$ cat config.mk
export PLATFORM = sky130hd
export DESIGN_NAME = fetch_unit
export DESIGN_NICKNAME = d
export VERILOG_FILES = /design/src/rtl/fetch_unit_pkg.sv /design/src/rtl/fetch_unit_pc.sv /design/src/rtl/fetch_unit.sv
export SDC_FILE = /design/constraint.sdc
export NUM_CORES = 1
export LEC_CHECK = 0
export CORE_ASPECT_RATIO = 1.25
export CORE_MARGIN = 2
export CORE_UTILIZATION = 27
export DETAILED_ROUTE_END_ITERATION = 8
export PLACE_DENSITY = 0.52
export REMOVE_ABC_BUFFERS = 1
export SYNTH_ARGS = -nofsm -noshare
export SYNTH_HDL_FRONTEND = slang
export SYNTH_SLANG_ARGS = --single-unit
$ cat constraint.sdc
create_clock -name clk -period 6.68 [get_ports clk]
set_input_delay 1.336 -clock clk [delete_from_list [all_inputs] [get_ports clk]]
set_output_delay 1.336 -clock clk [all_outputs]
set_load 0.03 [all_outputs]
$ cat src/rtl/fetch_unit_pkg.sv
// fetch_unit_pkg: shared fetch-stage constants and FSM state encoding
package fetch_unit_pkg;
    localparam int INSTR_BYTES = 4;
    localparam logic [31:0] DEF_BOOT_ADDR = 32'h0000_1000;
    typedef enum logic [1:0] {IDLE, REQ, DRAIN, HOLD} fetch_state_e;
endpackage

$ cat src/rtl/fetch_unit_pc.sv
// fetch_pc: program counter with boot reset, +4 increment and word-aligned redirect load
// Ports: clk, reset (async, active-high), inc, load, target in; pc, pc_plus, tgt out
module fetch_pc
    import fetch_unit_pkg::*;
#(
    parameter int WORD_SIZE = 32,
    parameter logic [WORD_SIZE-1:0] BOOT_ADDR = DEF_BOOT_ADDR
) (
    input  logic                 clk,
    input  logic                 reset,
    input  logic                 inc,
    input  logic                 load,
    input  logic [WORD_SIZE-1:0] target,
    output logic [WORD_SIZE-1:0] pc,
    output logic [WORD_SIZE-1:0] pc_plus,
    output logic [WORD_SIZE-1:0] tgt
);
    logic [WORD_SIZE-1:0] pc_q, pc_d;
    assign tgt     = target & ~WORD_SIZE'(3);
    assign pc_plus = pc_q + WORD_SIZE'(INSTR_BYTES);
    assign pc      = pc_q;
    always_comb pc_d = load ? tgt : inc ? pc_plus : pc_q;
    always_ff @(posedge clk or posedge reset)
        if (reset) pc_q <= BOOT_ADDR;
        else       pc_q <= pc_d;
endmodule

$ cat src/rtl/fetch_unit.sv
// fetch_unit: PC owner, single-outstanding icache requester, one-entry stall buffer, branch redirect
// Ports: clk, reset (async, active-high), stall, branch_taken/branch_target; icache_req/addr out,
//        icache_ready/data in; rm0_out, instruction_out, active_out (one-cycle delivery pulse).
// Optional: define FETCH_TRACE_EN for delivery/redirect $display tracing.
module fetch_unit
    import fetch_unit_pkg::*;
#(
    parameter int WORD_SIZE = 32,
    parameter logic [WORD_SIZE-1:0] BOOT_ADDR = DEF_BOOT_ADDR
) (
    input  logic                 clk,
    input  logic                 reset,
    input  logic                 stall,
    input  logic                 branch_taken,
    input  logic [WORD_SIZE-1:0] branch_target,
    output logic                 icache_req,
    output logic [WORD_SIZE-1:0] icache_addr,
    input  logic                 icache_ready,
    input  logic [WORD_SIZE-1:0] icache_data,
    output logic [WORD_SIZE-1:0] rm0_out,
    output logic [WORD_SIZE-1:0] instruction_out,
    output logic                 active_out
);
    fetch_state_e         state_q, state_d;
    logic [WORD_SIZE-1:0] addr_q, addr_d, rm0_q, rm0_d, instr_q, instr_d;
    logic [WORD_SIZE-1:0] buf_pc_q, buf_pc_d, buf_instr_q, buf_instr_d;
    logic                 active_q, active_d;
    logic                 pc_inc, pc_load;
    logic [WORD_SIZE-1:0] pc, pc_plus, tgt;

    fetch_pc #(.WORD_SIZE(WORD_SIZE), .BOOT_ADDR(BOOT_ADDR)) u_pc (
        .clk(clk), .reset(reset), .inc(pc_inc), .load(pc_load),
        .target(branch_target), .pc(pc), .pc_plus(pc_plus), .tgt(tgt)
    );

    // Request is combinational from state so reset withdraws it immediately.
    assign icache_req      = (state_q == REQ) || (state_q == DRAIN);
    assign icache_addr     = addr_q;
    assign rm0_out         = rm0_q;
    assign instruction_out = instr_q;
    assign active_out      = active_q;

    always_comb begin
        state_d     = state_q;
        addr_d      = addr_q;
        rm0_d       = rm0_q;
        instr_d     = instr_q;
        active_d    = 1'b0;
        buf_pc_d    = buf_pc_q;
        buf_instr_d = buf_instr_q;
        pc_inc      = 1'b0;
        pc_load     = 1'b0;
        case (state_q)
            IDLE: begin
                state_d = REQ;
                addr_d  = pc;
            end
            REQ: begin
                if (branch_taken) begin
                    // Returning data is wrong-path; an unreturned request must drain first.
                    pc_load = 1'b1;
                    state_d = icache_ready ? REQ : DRAIN;
                    addr_d  = icache_ready ? tgt : addr_q;
                end else if (icache_ready && !stall) begin
                    rm0_d    = addr_q;
                    instr_d  = icache_data;
                    active_d = 1'b1;
                    pc_inc   = 1'b1;
                    addr_d   = pc_plus;
                end else if (icache_ready) begin
                    buf_pc_d    = addr_q;
                    buf_instr_d = icache_data;
                    pc_inc      = 1'b1;
                    state_d     = HOLD;
                end
            end
            DRAIN: begin
                pc_load = branch_taken;
                if (icache_ready) begin
                    // A redirect coinciding with the drain completion wins over the older pc.
                    addr_d  = branch_taken ? tgt : pc;
                    state_d = REQ;
                end
            end
            HOLD: begin
                if (branch_taken) begin
                    pc_load = 1'b1;
                    addr_d  = tgt;
                    state_d = REQ;
                end else if (!stall) begin
                    rm0_d    = buf_pc_q;
                    instr_d  = buf_instr_q;
                    active_d = 1'b1;
                    addr_d   = pc;
                    state_d  = REQ;
                end
            end
            default: state_d = IDLE;
        endcase
    end

    always_ff @(posedge clk or posedge reset) begin
        if (reset) begin
            state_q     <= IDLE;
            addr_q      <= BOOT_ADDR;
            rm0_q       <= '0;
            instr_q     <= '0;
            active_q    <= 1'b0;
            buf_pc_q    <= '0;
            buf_instr_q <= '0;
        end else begin
            state_q     <= state_d;
            addr_q      <= addr_d;
            rm0_q       <= rm0_d;
            instr_q     <= instr_d;
            active_q    <= active_d;
            buf_pc_q    <= buf_pc_d;
            buf_instr_q <= buf_instr_d;
        end
    end

`ifdef FETCH_TRACE_EN
    always @(posedge clk) begin
        if (!reset && active_d) $display("FetchUnit: pc = %h, instruction = %h", rm0_d, instr_d);
        if (!reset && pc_load) $display("FetchUnit: redirect %h", tgt);
    end
`else
`endif
endmodule

Yosys cells after proc, flatten, opt, wreduce, memory -nomap -nowiden. Cells that the tools add are included.

ROM bits: 0. Memories kept: 0. RAM bits: 0. Output and inout port bits: 98. Word-level logic and storage cells: 74. Register bits: 195. Bits in latches: 0.

Add/sub/neg operators: 1. Shift operators: 0. Reductions and logical operators: 11. Bitwise logic cells: 2. Multiply operators: 0. Div/mod/pow operators: 0. $lt $le $gt $ge: 0. Mux-type cells: 39. Eq/ne operators: 13.

Operators with widths (count): 2-to-1 mux 32 bit (17); one-hot mux 32 bit (2 select lines) (2); one-hot mux 32 bit (4 select lines) (1); adder 32 x 3 -> 32 bit, second input constant (1); 2-to-1 mux 2 bit (7); != test 3 bit, second input constant (4); AND reduction 4 bit (3); 2-to-1 mux 1 bit (9); != test 2 bit, second input constant (4); one-hot mux 2 bit (4 select lines) (1); AND reduction 5 bit (1); == test 2 bit, second input constant (2); one-hot mux 1 bit (2 select lines) (2); nonzero test 2 bit (2); != test 3 x 2 -> 1 bit, second input constant (1); == test 2 x 1 -> 1 bit, second input constant (1); logical NOT 2 bit (1); != test 2 x 1 -> 1 bit, second input constant (1); inverter 1 bit (2); OR reduction 2 bit (1); logical AND 1 bit (1); logical NOT 1 bit (1); logical OR 1 bit (1).

Logic depth before layout (Yosys ltp).
Depth after elaboration: 7. Depth in mapped cells: 10. Gate-level depth less buffers: 7.

Hierarchy. Synthesis repeated with hierarchy kept, for this count alone.

Cell total of the unflattened synthesis: 1017. Area, all modules: 10787.8 sq um.

By module, submodules not included: fetch_unit (instances 1, area each 8242.9 sq um, cells an instance 697); fetch_pc (instances 1, area each 2544.9 sq um, cells an instance 320).

Worst setup path after synthesis. Ideal clock, no wire load.

Kind: input-to-reg. Start: input icache_ready. End: register buf_instr_q[0]. Path buffers: 3. Stages on the path: 6. Setup time: 0.125 ns. Data arrival time: 2.795 ns. Path slack: 3.761 ns. Path through: clkbuf_1 -> and3b_1 -> clkbuf_1 -> nand2_1 -> clkbuf_1 -> mux2_2.

Word-level cells in the longest chain between the ends: 3.

RTL lines: from (decl) (RTL line fetch_unit.sv:18) `input logic icache_ready,`; logical AND 1 bit (RTL line fetch_unit.sv:64) `end else if (icache_ready && !stall) begin`; inverter 1 bit (no source line); AND reduction 4 bit (no source line) (*); to (signal assigned) (RTL line fetch_unit.sv:118) `buf_instr_q <= buf_instr_d;`; to (decl) (RTL line fetch_unit.sv:26) `logic [WORD_SIZE-1:0] buf_pc_q, buf_pc_d, buf_instr_q, buf_instr_d;`.

Every way passes the cells marked *; elsewhere a longest branch is shown, timed or not. A chain may end at the register's enable or synchronous reset.

Worst setup path in the final report.
Start: input branch_taken. End: register u_pc.pc_q[15], in the netlist u_pc.pc[15].

Word-level cells in the longest chain between the ends: 3. Elaborated cells between the ends (all ways): 6.

RTL lines: from (decl) (RTL line fetch_unit.sv:14) `input logic branch_taken,`; 2-to-1 mux 1 bit, on equally long branches (RTL line fetch_unit.sv:59, fetch_unit.sv:86); one-hot mux 1 bit (2 select lines) / 2-to-1 mux 1 bit (equally long branches) (RTL line fetch_unit.sv:53) `case (state_q)`; 2-to-1 mux 32 bit / nonzero test 2 bit (equally long branches); to (signal assigned) (RTL line fetch_unit_pc.sv:25) `else pc_q <= pc_d;`; to (decl) (RTL line fetch_unit_pc.sv:18) `logic [WORD_SIZE-1:0] pc_q, pc_d;`.

Parallel ways exist; a longest one is shown, timed or not.

==> metrics <==
CTS root buffer=clkbuf_16; number of buffers created by CTS=17; fmax=between 200 and 300 MHz; synthesized cell area=roughly 9500 um^2; Rel. slew slack=between 20% and 30%; post-route clock period utilization=about 59%; Detailed Route WL=roughly 27 mm; crit path max fanout=22; Tmin final=~3.9 ns; Worst-path clk slew=0.07 ns; worst path cell trace=clkdlybuf4s50_1 -> nor2b_1 -> nand2_1 -> nand2_1 -> o21ai_0 -> a221oi_1; leakage power=about 5.0 nW; # Max-Cap Violations=0; Worst R2R Start=state_q[1]; Hold Path Depth=2; CP Launch Type=input port; mux share of post-synthesis cell area=15.66%; vias in the first global route=7391; vias after detailed routing=between 7k and 8k; area share of fa/ha/maj cells after synthesis=0.6557%; Final ANT Viol Nets=0; CP required=about 7 ns; drc violations=0; Slowest-stage cell, CP=clkdlybuf4s50_1; share of layout cells above drive strength 1=about an eighth; Yosys reg bits=190; Vias per Instance=4.801; crit path kind=in2reg; status=complete, no violations; Syn Area/Cell=10.23 um^2; Die Ht=between 200 and 250 um; fin nets=about 1.1k; Die X=172.1 um; R2R cell count=7; Netlist cell types=around 70; placed insts=~1.5k; sequential area share after synthesis=~50%; initial DRC count=approximately 400; min-delay worst type=reg2reg; initial antenna violation count=0; PD cells=~470 nW/um^2; Routed wire per std cell=~17 um; Post-synth EDFFs=0; crit-path max cell delay=just under 0.8 ns; Reg-to-Reg End=u_pc.pc[15]; Setup TNS=0 ns; main combinational cell family by area after synthesis=multiplexers; Syn-to-layout area delta=26.78%; Synth Area in XOR/XNOR=between 1 and 1.5%; post-DP HPWL=~17 mm; Worst path top cell family by delay=simple AND/OR/NAND/NOR gates; fin area=about 12000 um^2; Syn. warnings=0; CORE AREA=roughly 35000 um^2; first-pass GRT wire length=42.34 mm; maximum number of pins on one net before global-route repair=93; grt ovf=0; CP bufs+invs=1; fin. max-slew vios=0; hold-fix buffers at CTS=0; Async S/R FF share, synth=100.0%; Max Root-Sink Buffers=2; hold violation total from the final report=0; Initial Util=between 20% and 30%; port buffer count=~160; Top FF cell, synth=dfrtp_1; die area=36870 um^2; clk_lat worst skew=approximately 0.46 ns; ANT cells=0; CTS tree=done; Worst Min Path Start=instruction_out[18]; Max IR drop VDD=between 0.0002 and 0.00025 V; final setup violation count=0; Core Util, Final=between 30% and 40%; post-CTS setup buffers=0; Post-Synth Simple-Gate Area=a little over an eighth; GR Util All Layers=14.90%; cell depth of the worst setup path=6; Cells after Synth=between 900 and 1k; Post-CTS Resized=0; hold slack=approximately 0.48 ns; actual slew at the worst max-slew pin=between 1 and 1.5 ns; R2R setup slack=3.38 ns; Setup Skew=~0.013 ns; IO Count=around 170; RSZ-0062 raised after global routing=no; DP Area=~12000 um^2; FP Rows=77; hold endpoint=instruction_out[18]; post-synthesis compound-gate area fraction=14.54%; GP Congestion=0.7875; CTS H-tree depth=4; CP Capture Type=flip-flop; crit path DAT=between 4 and 5 ns; CP dominant cell by count=nand2_1; Finished Layout Cells=between 1.5k and 2k; clock sink count=190; Pre-antenna DRT Iters=5
-- per-layer routing --
metal / vias to the layer above / track usage, % / share of wire [%] / routed length (um)
met5: - / 0 / 0 / 0
met4: 0 / 4.314 / 1.3 / 351
met3: 21 / 3.175 / 4.1 / 1095
met2: 165 / 24.55 / 49 / 13090
met1: 3622 / 19.60 / 46 / 12210
li1: 3576 / - / - / -
-- tightest hold or removal path: stages (launching register included) --
cell and delay [ns]:
dfrtp_1 0.34, nand2_1 0.04, o21ai_0 0.06
-- kinds of logic after synthesis --
group | Yosys count
AO/OA/AOI/OAI | 226
XOR/XNOR | 15
adder cells (fa/ha/maj) | 5
buffers and inverters | 91
flip-flops | 190
multiplexers | 141
AND/OR/NAND/NOR | 265
-- placed cells by master (no fill, tap or decap), types with 12 or more instances in the layout --
cell	netlist	layout
a21oi_1	52	52
nand3_1	18	18
inv_1	14	13
xnor2_1	13	13
clkdlybuf4s50_1	0	164
nor3_1	12	12
clkbuf_16	0	17
a31oi_1	13	13
o21ai_0	87	86
mux2_2	66	66
mux2i_1	75	75
nor2_1	73	73
dfrtp_1	188	188
o22ai_1	15	15
nand2_1	101	100
-- synthesized netlist by cell type, drive strengths merged (2+ instances only) --
| cell type | count | area share (%) |
|---|---|---|
| nand2b | 4 | 0.26 |
| o32a | 4 | 0.42 |
| buf | 17 | 1.1 |
| a21o | 3 | 0.25 |
| and4 | 5 | 0.47 |
| nor3 | 15 | 0.94 |
| inv | 16 | 0.63 |
| or3 | 6 | 0.39 |
| nor4 | 9 | 1.3 |
| a22oi | 2 | 0.16 |
| xnor2 | 13 | 1.2 |
| o22ai | 15 | 0.98 |
| a211oi | 3 | 0.24 |
| o21a | 6 | 0.47 |
| a221oi | 8 | 0.73 |
| o221ai | 3 | 0.28 |
| nand4 | 12 | 0.85 |
| and3 | 7 | 0.46 |
| nor3b | 2 | 0.16 |
| dfstp | 2 | 0.55 |
| a31oi | 13 | 0.85 |
| nor2b | 2 | 0.13 |
| or4 | 4 | 0.31 |
| o21ba | 3 | 0.31 |
| xor2 | 2 | 0.18 |
| o31ai | 4 | 0.31 |
| nand2 | 102 | 4.0 |
| o22a | 3 | 0.28 |
| a221o | 7 | 0.73 |
| nand3 | 19 | 1.0 |
| nor2 | 74 | 2.9 |
| mux2i | 75 | 7.9 |
| a21boi | 2 | 0.16 |
| a21oi | 52 | 2.7 |
| ha | 5 | 0.66 |
| mux2 | 66 | 7.8 |
| dfrtp | 188 | 49 |
| o21ai | 87 | 4.6 |
| clkbuf | 58 | 2.6 |
-- power breakdown --
group | internal, mW | total (mW) | leakage, nW | switching (mW)
sequential | 1.66 | 2.05 | 2.30 | 0.386
combinational | 1.16 | 2.69 | 2.40 | 1.53
clock | 0.495 | 0.986 | 0.265 | 0.492
-- worst max path at each step --
stage | from | end | slack (ns)
after floorplan | reset | active_out | 0.18
after global placement | branch_taken | u_pc.pc[30] | 2.36
after detailed placement | branch_taken | u_pc.pc[15] | 2.25
after CTS | branch_taken | u_pc.pc[15] | 2.77
after global routing | branch_taken | u_pc.pc[15] | 2.47
final | branch_taken | u_pc.pc[15] | 2.76
-- stage by stage --
| stage | setup slack [ns] | power [mW] |
|---|---|---|
| after floorplan | 0.1768 | 3.778 |
| after global placement | 2.364 | 4.748 |
| after detailed placement | 2.249 | 4.802 |
| after CTS | 2.771 | 5.822 |
| after global routing | 2.469 | 6.138 |
| final | 2.764 | 5.719 |
-- final cells by class --
type	instances	area, um^2
inverter	16	67.56
fill	3607	22970
tap	474	593.1
clock buffer	19	442.9
timing repair buffer	174	1717
multi-input combinational	652	4412
sequential	190	4757
clock inverter	13	107.6
-- sequential cells by signal, summed over array words and instances, names as in the netlist --
register	count
icache_addr	31
buf_pc_q	31
buf_instr_q	32
rm0_out	31
instruction_out	32
active_out	1
state_q	2
u_pc.pc	30
Note: power is estimated with default switching activity, not from simulation.
